**config.mk**
```make
export PLATFORM = sky130hd
export DESIGN_NAME = truth_table_scan
export DESIGN_NICKNAME = d
export VERILOG_FILES = /design/src/rtl/truth_table_scan.sv
export SDC_FILE = /design/constraint.sdc
export NUM_CORES = 1
export LEC_CHECK = 0
export ABC_AREA = 1
export BUFFER_PORTS_ARGS = -buffer_cell sky130_fd_sc_hd__buf_4
export CORE_MARGIN = 3
export CORE_UTILIZATION = 47
export CTS_CLUSTER_DIAMETER = 50
export DETAILED_ROUTE_END_ITERATION = 10
export HOLD_SLACK_MARGIN = 0.02
export PLACE_DENSITY_LB_ADDON = 0.25
export SKIP_CTS_REPAIR_TIMING = 1
export SLEW_MARGIN = 10
export SYNTH_ARGS = -nofsm -noshare
export SYNTH_HDL_FRONTEND = slang
export SYNTH_SLANG_ARGS = --single-unit
```
**constraint.sdc**
```tcl
create_clock -name clk -period 1.6 [get_ports clk]
set_input_delay 0.16 -clock clk [delete_from_list [all_inputs] [get_ports clk]]
set_output_delay 0.16 -clock clk [all_outputs]
set_load 0.01 [all_outputs]
```
**src/rtl/truth_table_scan.sv**
```systemverilog
// rtl/truth_table_scan.sv - sequential truth-table extractor for small combinational functions
// Walks x = 0 .. 2**N-1, waits SETTLE+1 cycles per vector, then captures y into tt[x].

module truth_table_scan #(
   parameter int N      = 3,
   parameter int SETTLE = 1
) (
   input  logic              clk,
   input  logic              rst_n,
   input  logic              start,
   input  logic              y,
   output logic [N-1:0]      x,
   output logic              busy,
   output logic              done,
   output logic              table_valid,
   output logic [2**N-1:0]   tt
);

   localparam logic [N-1:0] X_LAST     = '1;
   localparam logic [N-1:0] X_ONE      = N'(1);
   localparam logic [3:0]   SETTLE_CNT = 4'(SETTLE);

   typedef enum logic [1:0] {
      S_IDLE,
      S_WAIT,
      S_SAMPLE
   } state_t;

   state_t     state;
   logic [3:0] scnt;

   always_ff @(posedge clk) begin
      if (!rst_n) begin
         state       <= S_IDLE;
         x           <= '0;
         tt          <= '0;
         scnt        <= '0;
         busy        <= 1'b0;
         done        <= 1'b0;
         table_valid <= 1'b0;
      end else begin
         done <= 1'b0;
         case (state)
            S_IDLE: begin
               if (start) begin
                  state       <= S_WAIT;
                  x           <= '0;
                  scnt        <= SETTLE_CNT;
                  tt          <= '0;
                  table_valid <= 1'b0;
                  busy        <= 1'b1;
               end
            end
            // WAIT spans SETTLE+1 cycles so y has settled before SAMPLE.
            S_WAIT: begin
               if (scnt == 4'd0) begin
                  state <= S_SAMPLE;
               end else begin
                  scnt <= scnt - 4'd1;
               end
            end
            S_SAMPLE: begin
               tt[x] <= y;
               if (x == X_LAST) begin
                  state       <= S_IDLE;
                  done        <= 1'b1;
                  table_valid <= 1'b1;
                  busy        <= 1'b0;
                  x           <= '0;
               end else begin
                  x     <= x + X_ONE;
                  scnt  <= SETTLE_CNT;
                  state <= S_WAIT;
               end
            end
            default: state <= S_IDLE;
         endcase
      end
   end

endmodule

```
After elaboration in Yosys (flattened, before gate mapping):

Index checks and enable logic that the tools add are counted.

* output and inout bits: 14
* logic and storage cells: 52
* flip-flop bits (word level): 20

* magnitude comparators: 2
* $add $sub $neg: 2
* eq/ne operators: 8
* reduce and logical (&&, ||, !) cells: 10
* mux-type cells: 23

Operator list (number)
* $pmux 8 s2: 1
* $mux 4: 3
* $pmux 4 s3: 1
* $ne 2x2->1 const B: 5
* $bwmux 8: 1
* $mux 8: 1
* $mux 1: 7
* $mux 3: 2
* $pmux 2 s3: 1
* $pmux 3 s2: 1
* $reduce_and 2->1: 3
* $logic_not 4->1: 1
* $lt 3x4->1 const B: 1
* $mux 2: 2
* $pmux 1 s2: 2
* $reduce_and 4->1: 1
* $sub 4x1->4 const B: 1
* $add 3x1->3 const B: 1
* $demux 1 s3: 1
* $eq 3x3->1 const B: 1
* $ge 3x1->1 const B: 1
* $reduce_and 3->1: 1
* $reduce_bool 3->1: 1
* $eq 2x1->1 const B: 1
* other kinds (4): 4

Logic depth before layout (Yosys ltp):

Gate-level depths: netlist of run 1.

* word-level depth: 6
* depth in mapped cells: 8
* depth with buffers taken out: 8

Least setup slack after synthesis of run 1:

Ideal clock, no wire load.

* kind: reg-to-reg
* from: register x[0]
* to: register scnt[3]
* data arrival time: 1.234 ns
* stages on the path, launching flop included: 7
* data required time: 1.487 ns
* slack: 0.253 ns
* cells stage by stage: dfxtp_1 ha_1 ha_1 o21ai_0 nand3_2 nor2_1 nor2_1

* word-level cells in the longest chain between the ends: 3

Ends and longest elaborated chain
* start, declared: RTL line 12 `output logic [N-1:0] x,`
* start signal, assigned: RTL line 71 `x <= x + X_ONE;`
* $eq 3x3->1: RTL line 64 `if (x == X_LAST) begin`
* $ne 2x2->1 (no source line)
* $reduce_and 4->1 (no source line)
* end signal, assigned: RTL line 59 `scnt <= scnt - 4'd1;`
* end, declared: RTL line 30 `logic [3:0] scnt;`

No other way between the ends.
A chain may end at the register's enable or synchronous reset.

Worst setup path after layout of run 1:

* from: register x[1]
* to: register scnt[3]

Same word-level chain as after synthesis.

==> flow_metrics.py, run 1 <==
metrics = {
    "timing": {
        "fmax_mhz": 725,
        "period_share": 0.862,
        "setup_violations": 0,
        "fin_skew_ns": 0.00127,
        "relSlewSlack": 0.719,
        "worst_slew_pin_slew_ns": 0.417,
        "slew_viol_final": 0,
        "hold_viol": 0,
        "rsz0062_at_grt": "no",
        "period_minus_slack_ns": 1.38,
        "setup_tns_ns": 0,
    },
    "placed_design": {
        "portBuffers": 17,
        "placed_cell_area_mm2": 0.00107,
        "gp_congestion": 0.770,
        "hpwl_um": 1440,
        "place_inst": 167,
    },
    "routing": {
        "antenna_left": 0,
        "dr.pass1.iters": 5,
        "dr.first_iter.drc_count": 10,
        "via_per_inst": 5.15,
        "wl_per_cell_um": 11.3,
        "drc": 0,
        "via_count": 881,
        "drt-total-wl_um": 1920,
    },
    "floorplan": {
        "rows": 15,
        "die_w_um": 50.6,
        "start_util": 0.519,
        "die-area_mm2": 0.00256,
        "coreArea_mm2": 0.00180,
        "fp.dieH_um": 50.6,
        "ios": 18,
    },
    "synthesis": {
        "synth_area_leader_cell": "dfxtp_1",
        "ys_types": 19,
        "synth_flop_cell": "dfxtp_1",
        "syn-num-nets": 137,
        "seq_area_frac_synth": 0.428,
        "yosysTopAreaCellShare": 0.428,
        "synth_cells": 128,
        "yosys-top-cells-area": "dfxtp_1 (43%), nand2_1 (12%), a21oi_1 (8.6%)",
        "avgSynthCellArea_um2": 7.31,
        "yosys-top-cells-count": "nand2_1 (31), dfxtp_1 (20), a21oi_1 (16)",
        "ys_seq_elements": 20,
        "yosys_warnings": 0,
        "synthArstFlopShare": 0,
        "synth_edf_count": 0,
        "synthMostInstantiatedCell": "nand2_1",
        "synth.cell_area_um2": 936,
    },
    "critical_path": {
        "timing_worst_setup_path_type": "reg2reg",
        "reg2regPathDepth": 6,
        "reg2reg_slack_ns": 0.22,
        "cp.arrival_ns": 1.59,
        "crit_end": "scnt[3]",
        "startpoint_type": "flop",
        "r2r-start": "x[1]",
        "crit_fanout": 8,
        "crit_start": "x[1]",
        "reg2reg_to": "scnt[3]",
        "cp.required_ns": 1.81,
        "cp-end-kind": "flop",
    },
    "grt": {
        "grt_use_total": 0.168,
        "grt_pass1_wl_um": 3240,
        "antenna_found_initial": 0,
        "grt_max_degree": 13,
        "grt-ovfl-total": 0,
        "met2_usage": 0.237,
        "grt_busiest_layer": "met1",
        "use_met1": 0.239,
        "grt_pass1_vias": 718,
        "use_met3": 0.0475,
    },
    "min_path": {
        "worstHoldPathType": "in2reg",
    },
    "clocking": {
        "cts-root-buf": "clkbuf_4",
        "cts_tree": "built",
        "cts_sinks": 20,
        "clk_pin_slew_ns": 0.11,
        "cts_buffer_depth": 2,
        "ctsHtreeMaxLevel": 1,
        "numCtsBuffers": 3,
        "insertion_delay_ns": 0.30,
    },
    "layout": {
        "area_growth_syn_to_layout_pct": 18.6,
        "antenna_cells": 0,
        "fin_nets": 156,
        "final_core_util": 0.616,
        "layout-drive-gt1-share": 0.171,
        "design_area_mm2": 0.00111,
        "final_cells": 171,
    },
    "pwr": {
        "leakage_nw": 0.472,
        "power_mw": 1.01,
        "power.density_mw_per_mm2": 914,
        "vdd_drop_max_mv": 0.467,
    },
    "job": {
        "cap_violations": 0,
    },
    "status": {
        "status": "complete, no violations",
    },
}
-- worst min-delay path by stage --
stage | startpoint | slack (ns) | depth (start not counted) | end
final | rst_n | 0.14 | 3 | scnt[3]
after global routing | rst_n | 0.14 | 3 | scnt[0]
after CTS | rst_n | 0.13 | 3 | scnt[3]
after detailed placement | busy | 0.45 | 2 | busy
after global placement | busy | 0.45 | 2 | busy
after floorplan | rst_n | 0.30 | 2 | tt[7]
-- layer usage --
metal	vias up	routed length (µm)
met5	-	0
met4	0	28
met3	5	107
met2	23	835
met1	392	952
li1	461	-
-- cells in the final DEF, fill, tap and decap left out, drive strengths merged --
master,synthesis,final
nand2,31,31
dfxtp,20,20
buf,2,17
a21oi,16,16
inv,13,13
nor2,12,12
o21ai,11,11
nand4,8,8
nand3,6,6
ha,5,5
clkbuf,1,4
clkinv,1,1
nor4,1,1
a31oi,1,1
-- power breakdown --
| part | internal [mW] | total, mW | switching (mW) |
|---|---|---|---|
| logic | 0.0628 | 0.181 | 0.118 |
| clock network | 0.139 | 0.294 | 0.155 |
| registers | 0.521 | 0.540 | 0.0192 |
-- logic make-up (layout without fill, tap and decap cells) --
| logic type | Yosys count | count (layout) | share of synthesized area |
|---|---|---|---|
| buf+inv | 17 | 35 | 0.0789 |
| fa+ha+maj | 5 | 5 | 0.0668 |
| compound gates | 28 | 28 | 0.151 |
| flops | 20 | 20 | 0.428 |
| simple gates | 58 | 58 | 0.275 |
-- state kept, by name, summed over array words and instances (netlist names) --
register     cells
state            2
table_valid      1
done             1
scnt             4
x                3
busy             1
tt               8
-- layout make-up --
cell class / instances / area, µm²
Multi-Input combinational cell: 91 / 462
Clock buffer: 4 / 36.3
Sequential cell: 20 / 400
Timing Repair Buffer: 17 / 128
Tap cell: 25 / 31.3
Fill cell: 183 / 692
Inverter: 14 / 52.6
-- worst max-delay path: stages (launching register included) --
cell,delay [ns]
dfxtp_1,0.41
ha_1,0.24
ha_1,0.19
o21ai_1,0.14
nand3_2,0.14
nor2_1,0.12
nor2_1,0.05
-- stage by stage --
stage | hold WS (ns) | worst slack [ns]
global placement | 0.448 | 0.239
detailed placement | 0.454 | 0.194
global route | 0.138 | 0.0727
finish | 0.141 | 0.221
floorplan | 0.298 | 0.253
CTS | 0.126 | 0.175
(Power assumes the default switching activity.)
==> run 2, diff against run 1 <==
CTS_BUF_LIST = sky130_fd_sc_hd__clkbuf_16   (was unset)
PLACE_DENSITY = 0.79   (was unset)
PLACE_DENSITY_LB_ADDON = unset   (was 0.25)
==> run 2 against run 1 <==
  * Clock-buffer cell count shrank 1
  * Combinational power is essentially flat
  * Via count grew 1.8%
  * Worst hold slack gained 0.076 ns
  * Critical path type unchanged
  * Critical endpoint unchanged
  * Non-clock buffer count is the same
  * Register-to-register slack lost 0.04 ns
==> flow_metrics.py, run 2 (synthesized netlist as in run 1, its figures left out) <==
metrics = {
    "pwr": {
        "vdd_drop_max_mv": 0.987,
        "swShare": 0.250,
        "power_frac_clock": 0.408,
        "power.density_mw_per_mm2": 1060,
        "leakage_nw": 0.490,
        "power_frac_comb": 0.149,
        "p_switching_uw": 306,
        "p_int_uw": 918,
        "p_seq_frac": 0.443,
    },
    "floorplan": {
        "die-area_mm2": 0.00256,
        "ios": 18,
        "fp.dieH_um": 50.6,
        "die_w_um": 50.6,
        "coreArea_mm2": 0.00180,
        "rows": 15,
        "start_util": 0.519,
    },
    "grt": {
        "grt_max_degree": 13,
        "grt_pass1_vias": 744,
        "grt_pass1_wl_um": 3370,
        "grt_use_total": 0.172,
        "antenna_found_initial": 0,
        "grt-ovfl-total": 0,
    },
    "timing": {
        "worst_slew_pin_slew_ns": 0.399,
        "fmax_mhz": 707,
        "setup_tns_ns": 0,
        "hold_viol": 0,
        "period_minus_slack_ns": 1.41,
        "fin_skew_ns": 0.00301,
        "hold_slack_ns": 0.216,
        "slew_viol_final": 0,
        "rsz0062_at_grt": "no",
        "relSlewSlack": 0.731,
        "period_share": 0.884,
        "setup_violations": 0,
        "setup_ws_ns": 0.185,
    },
    "layout": {
        "layout-drive-gt1-share": 0.164,
        "final_cells": 171,
        "fin_nets": 156,
        "layout_top_registers": "tt x8, scnt x4, x x3",
        "design_area_mm2": 0.00116,
        "antenna_cells": 0,
        "largest_register_ffs": 8,
        "layout_common_cells": "nand2_1 (31), dfxtp_1 (20), buf_4 (17)",
        "area_growth_syn_to_layout_pct": 23.7,
        "final_common_cell": "nand2_1",
        "filler_cell_count": 149,
        "top_register": "tt",
    },
    "routing": {
        "drc": 0,
        "antenna_left": 0,
        "drt-total-wl_um": 1980,
        "dr.first_iter.drc_count": 25,
        "wl_per_cell_um": 11.6,
        "dr.pass1.iters": 4,
        "via_per_inst": 5.25,
        "via_count": 897,
    },
    "clocking": {
        "numCtsBuffers": 3,
        "cts_tree": "built",
        "cts_sinks": 20,
        "insertion_delay_ns": 0.25,
        "cts_buffer_depth": 2,
        "cts-root-buf": "clkbuf_16",
        "clk_pin_slew_ns": 0.05,
        "ctsHtreeMaxLevel": 1,
    },
    "critical_path": {
        "cp.required_ns": 1.74,
        "startpoint_type": "flop",
        "cp.arrival_ns": 1.56,
        "crit_fanout": 8,
        "timing_worst_setup_path_type": "reg2reg",
        "cp-end-kind": "flop",
    },
    "placed_design": {
        "gp_congestion": 0.868,
        "hpwl_um": 1410,
        "post-place-ws_ns": 0.195,
        "placed_cell_area_mm2": 0.00107,
        "portBuffers": 17,
        "place_inst": 167,
    },
    "status": {
        "status": "complete, no violations",
    },
    "job": {
        "cap_violations": 0,
    },
    "min_path": {
        "worstHoldPathType": "in2reg",
    },
}
-- run 2: through the flow --
stage / power [mW] / util
floorplan: 0.688 / -
global placement: 0.727 / 0.596
detailed placement: 0.731 / 0.596
CTS: 1.24 / 0.640
global route: 1.29 / 0.642
finish: 1.22 / 0.642
-- run 2: metal layers --
layer	vias to the layer above	global-route usage	routed length (µm)
met5	-	0	0
met3	2	0.0623	95
met1	414	0.235	927
met2	18	0.257	948
met4	0	0.0404	7
li1	463	-	-
-- run 2: layout make-up --
cell class | count | area, µm² | area share
tap | 25 | 31.3 | 0.0270
clock buffer | 3 | 75.1 | 0.0649
sequential | 20 | 400 | 0.346
timing repair buffer | 17 | 128 | 0.110
inverter | 14 | 52.6 | 0.0454
multi-input combinational | 91 | 467 | 0.403
clock inverter | 1 | 3.75 | 0.00324
-- run 2: final timing paths --
| check | from | slack [ns] | cells past startpoint | end |
|---|---|---|---|---|
| max | x[1] | 0.19 | 6 | scnt[3] |
| min | rst_n | 0.22 | 3 | scnt[0] |
| max reg2reg | x[1] | 0.19 | 6 | scnt[3] |
| min reg2reg | tt[0] | 0.46 | 2 | tt[0] |
-- run 2: worst max-delay path, stage by stage, from the launching register on --
cell and delay (ns):
dfxtp_1 0.38, ha_1 0.23, ha_1 0.20, o21ai_0 0.19, nand3_2 0.15, nor2_1 0.12, nor2_1 0.05
-- run 2: power groups by stage --
| stage | Clock (mW) | Combinational [mW] | Sequential [mW] |
|---|---|---|---|
| detailed placement | 0 | 0.180 | 0.551 |
| global placement | 0 | 0.176 | 0.551 |
| global route | 0.532 | 0.213 | 0.544 |
| finish | 0.499 | 0.183 | 0.542 |
| CTS | 0.514 | 0.182 | 0.540 |
| floorplan | 0 | 0.138 | 0.550 |
==> run 3, diff against run 2 <==
CORE_MARGIN = unset   (was 3)
==> run 3 against run 2 <==
  * Wire length increased by 2.1%
  * Combinational power is essentially flat
  * Die area down 15%
  * Power grew 1.1%
  * Global-route usage increased by 3.6 points
  * Critical path depth did not move
  * First-iteration DRC count fell by 32%
  * Flip-flop and latch count unchanged
  * Cell count stayed put
  * Core utilization did not move
  * Clock skew grew 0.00063 ns
  * Via count increased by 1.6%
  * Critical path type unchanged
  * Highest routed layer unchanged
==> flow_metrics.py, run 3 (synthesized netlist as in run 1, its figures left out) <==
metrics = {
    "floorplan": {
        "start_util": 0.519,
        "die_w_um": 46.6,
        "rows": 15,
        "coreArea_mm2": 0.00180,
        "die-area_mm2": 0.00217,
        "ios": 18,
        "fp.dieH_um": 46.6,
    },
    "critical_path": {
        "reg2reg_to": "scnt[3]",
        "cp.required_ns": 1.75,
        "reg2reg_slack_ns": 0.16,
        "crit_start": "x[1]",
        "cp.arrival_ns": 1.59,
        "reg2regPathDepth": 6,
        "cp-end-kind": "flop",
        "r2r-start": "x[1]",
        "crit_fanout": 8,
        "startpoint_type": "flop",
        "timing_worst_setup_path_type": "reg2reg",
    },
    "clocking": {
        "cts_sinks": 20,
        "clk_pin_slew_ns": 0.05,
        "cts_tree": "built",
        "cts-root-buf": "clkbuf_16",
        "numCtsBuffers": 3,
        "insertion_delay_ns": 0.25,
        "ctsHtreeMaxLevel": 1,
        "cts_buffer_depth": 2,
    },
    "placed_design": {
        "place_inst": 167,
        "portBuffers": 17,
        "hpwl_um": 1390,
        "gp_congestion": 0.821,
    },
    "timing": {
        "setup_tns_ns": 0,
        "fmax_mhz": 695,
        "setup_violations": 0,
        "worst_slew_pin_slew_ns": 0.382,
        "rsz0062_at_grt": "no",
        "fin_skew_ns": 0.00364,
        "hold_viol": 0,
        "period_share": 0.899,
        "period_minus_slack_ns": 1.44,
        "slew_viol_final": 0,
        "relSlewSlack": 0.742,
    },
    "status": {
        "status": "complete, no violations",
    },
    "layout": {
        "fin_nets": 156,
        "antenna_cells": 0,
        "top_register": "tt",
        "final_cells": 171,
        "layout_top_registers": "tt x8, scnt x4, x x3",
        "area_growth_syn_to_layout_pct": 23.7,
        "layout_common_cells": "nand2_1 (31), dfxtp_1 (20), buf_4 (17)",
        "final_common_cell": "nand2_1",
        "largest_register_ffs": 8,
        "layout-drive-gt1-share": 0.164,
    },
    "min_path": {
        "worstHoldPathType": "in2reg",
        "min_from": "rst_n",
        "min_path_cells": 3,
        "min_to": "scnt[0]",
    },
    "routing": {
        "drc": 0,
        "drt-total-wl_um": 2020,
        "via_per_inst": 5.33,
        "wl_per_cell_um": 11.8,
        "dr.pass1.iters": 4,
        "antenna_left": 0,
        "dr.first_iter.drc_count": 17,
        "via_count": 911,
    },
    "grt": {
        "grt_use_total": 0.208,
        "grt-ovfl-total": 0,
        "grt_max_degree": 13,
        "grt_pass1_wl_um": 3140,
        "antenna_found_initial": 0,
        "grt_pass1_vias": 712,
    },
    "pwr": {
        "vdd_drop_max_mv": 0.941,
        "power.density_mw_per_mm2": 1070,
        "leakage_nw": 0.490,
    },
    "job": {
        "cap_violations": 0,
    },
}
-- run 3: worst max-delay path: stages (launching register included) --
cell	delay (ns)
dfxtp_1	0.38
ha_1	0.24
ha_1	0.20
o21ai_0	0.20
nand3_2	0.15
nor2_1	0.12
nor2_1	0.05
-- run 3: area by class of cell --
cell class | instances | area (µm²)
fillers | 155 | 644
multi-input cells | 91 | 467
clock inverters | 1 | 3.75
repair buffers | 17 | 128
flip-flops and latches | 20 | 400
clock buffers | 3 | 75.1
inverters | 14 | 52.6
well taps | 25 | 31.3
-- run 3: how the worst max path moves through the flow --
stage / cells past startpoint / endpoint / slack [ns]
detailed placement: 6 / scnt[3] / 0.17
finish: 6 / scnt[3] / 0.16
global route: 6 / scnt[3] / 0.09
floorplan: 6 / scnt[3] / 0.25
CTS: 5 / tt[3] / 0.12
global placement: 6 / scnt[3] / 0.24
-- run 3: stage by stage --
stage / worst slack, ns / hold slack [ns] / total power [mW] / cell area [µm²] / utilization
2_1_floorplan: 0.253 / 0.298 / 0.688 / 936 / -
3_3_place_gp: 0.241 / 0.448 / 0.727 / 1070 / 0.596
3_5_place_dp: 0.168 / 0.455 / 0.731 / 1070 / 0.596
4_1_cts: 0.121 / 0.208 / 1.24 / 1150 / 0.640
5_1_grt: 0.0880 / 0.232 / 1.29 / 1160 / 0.642
6_report: 0.162 / 0.209 / 1.24 / 1160 / 0.642
-- run 3: where the power goes --
part / leakage [nW] / total, mW / switching [mW] / internal, mW
clock: 0.0385 / 0.512 / 0.179 / 0.333
sequential: 0.162 / 0.542 / 0.0203 / 0.522
combinational: 0.289 / 0.183 / 0.119 / 0.0635
-- run 3: per-layer routing --
metal	up-vias	routed length, µm	track usage
met5	-	0	0
met4	0	12	0.0514
met3	3	102	0.0706
met2	24	974	0.322
met1	418	931	0.276
li1	466	-	-
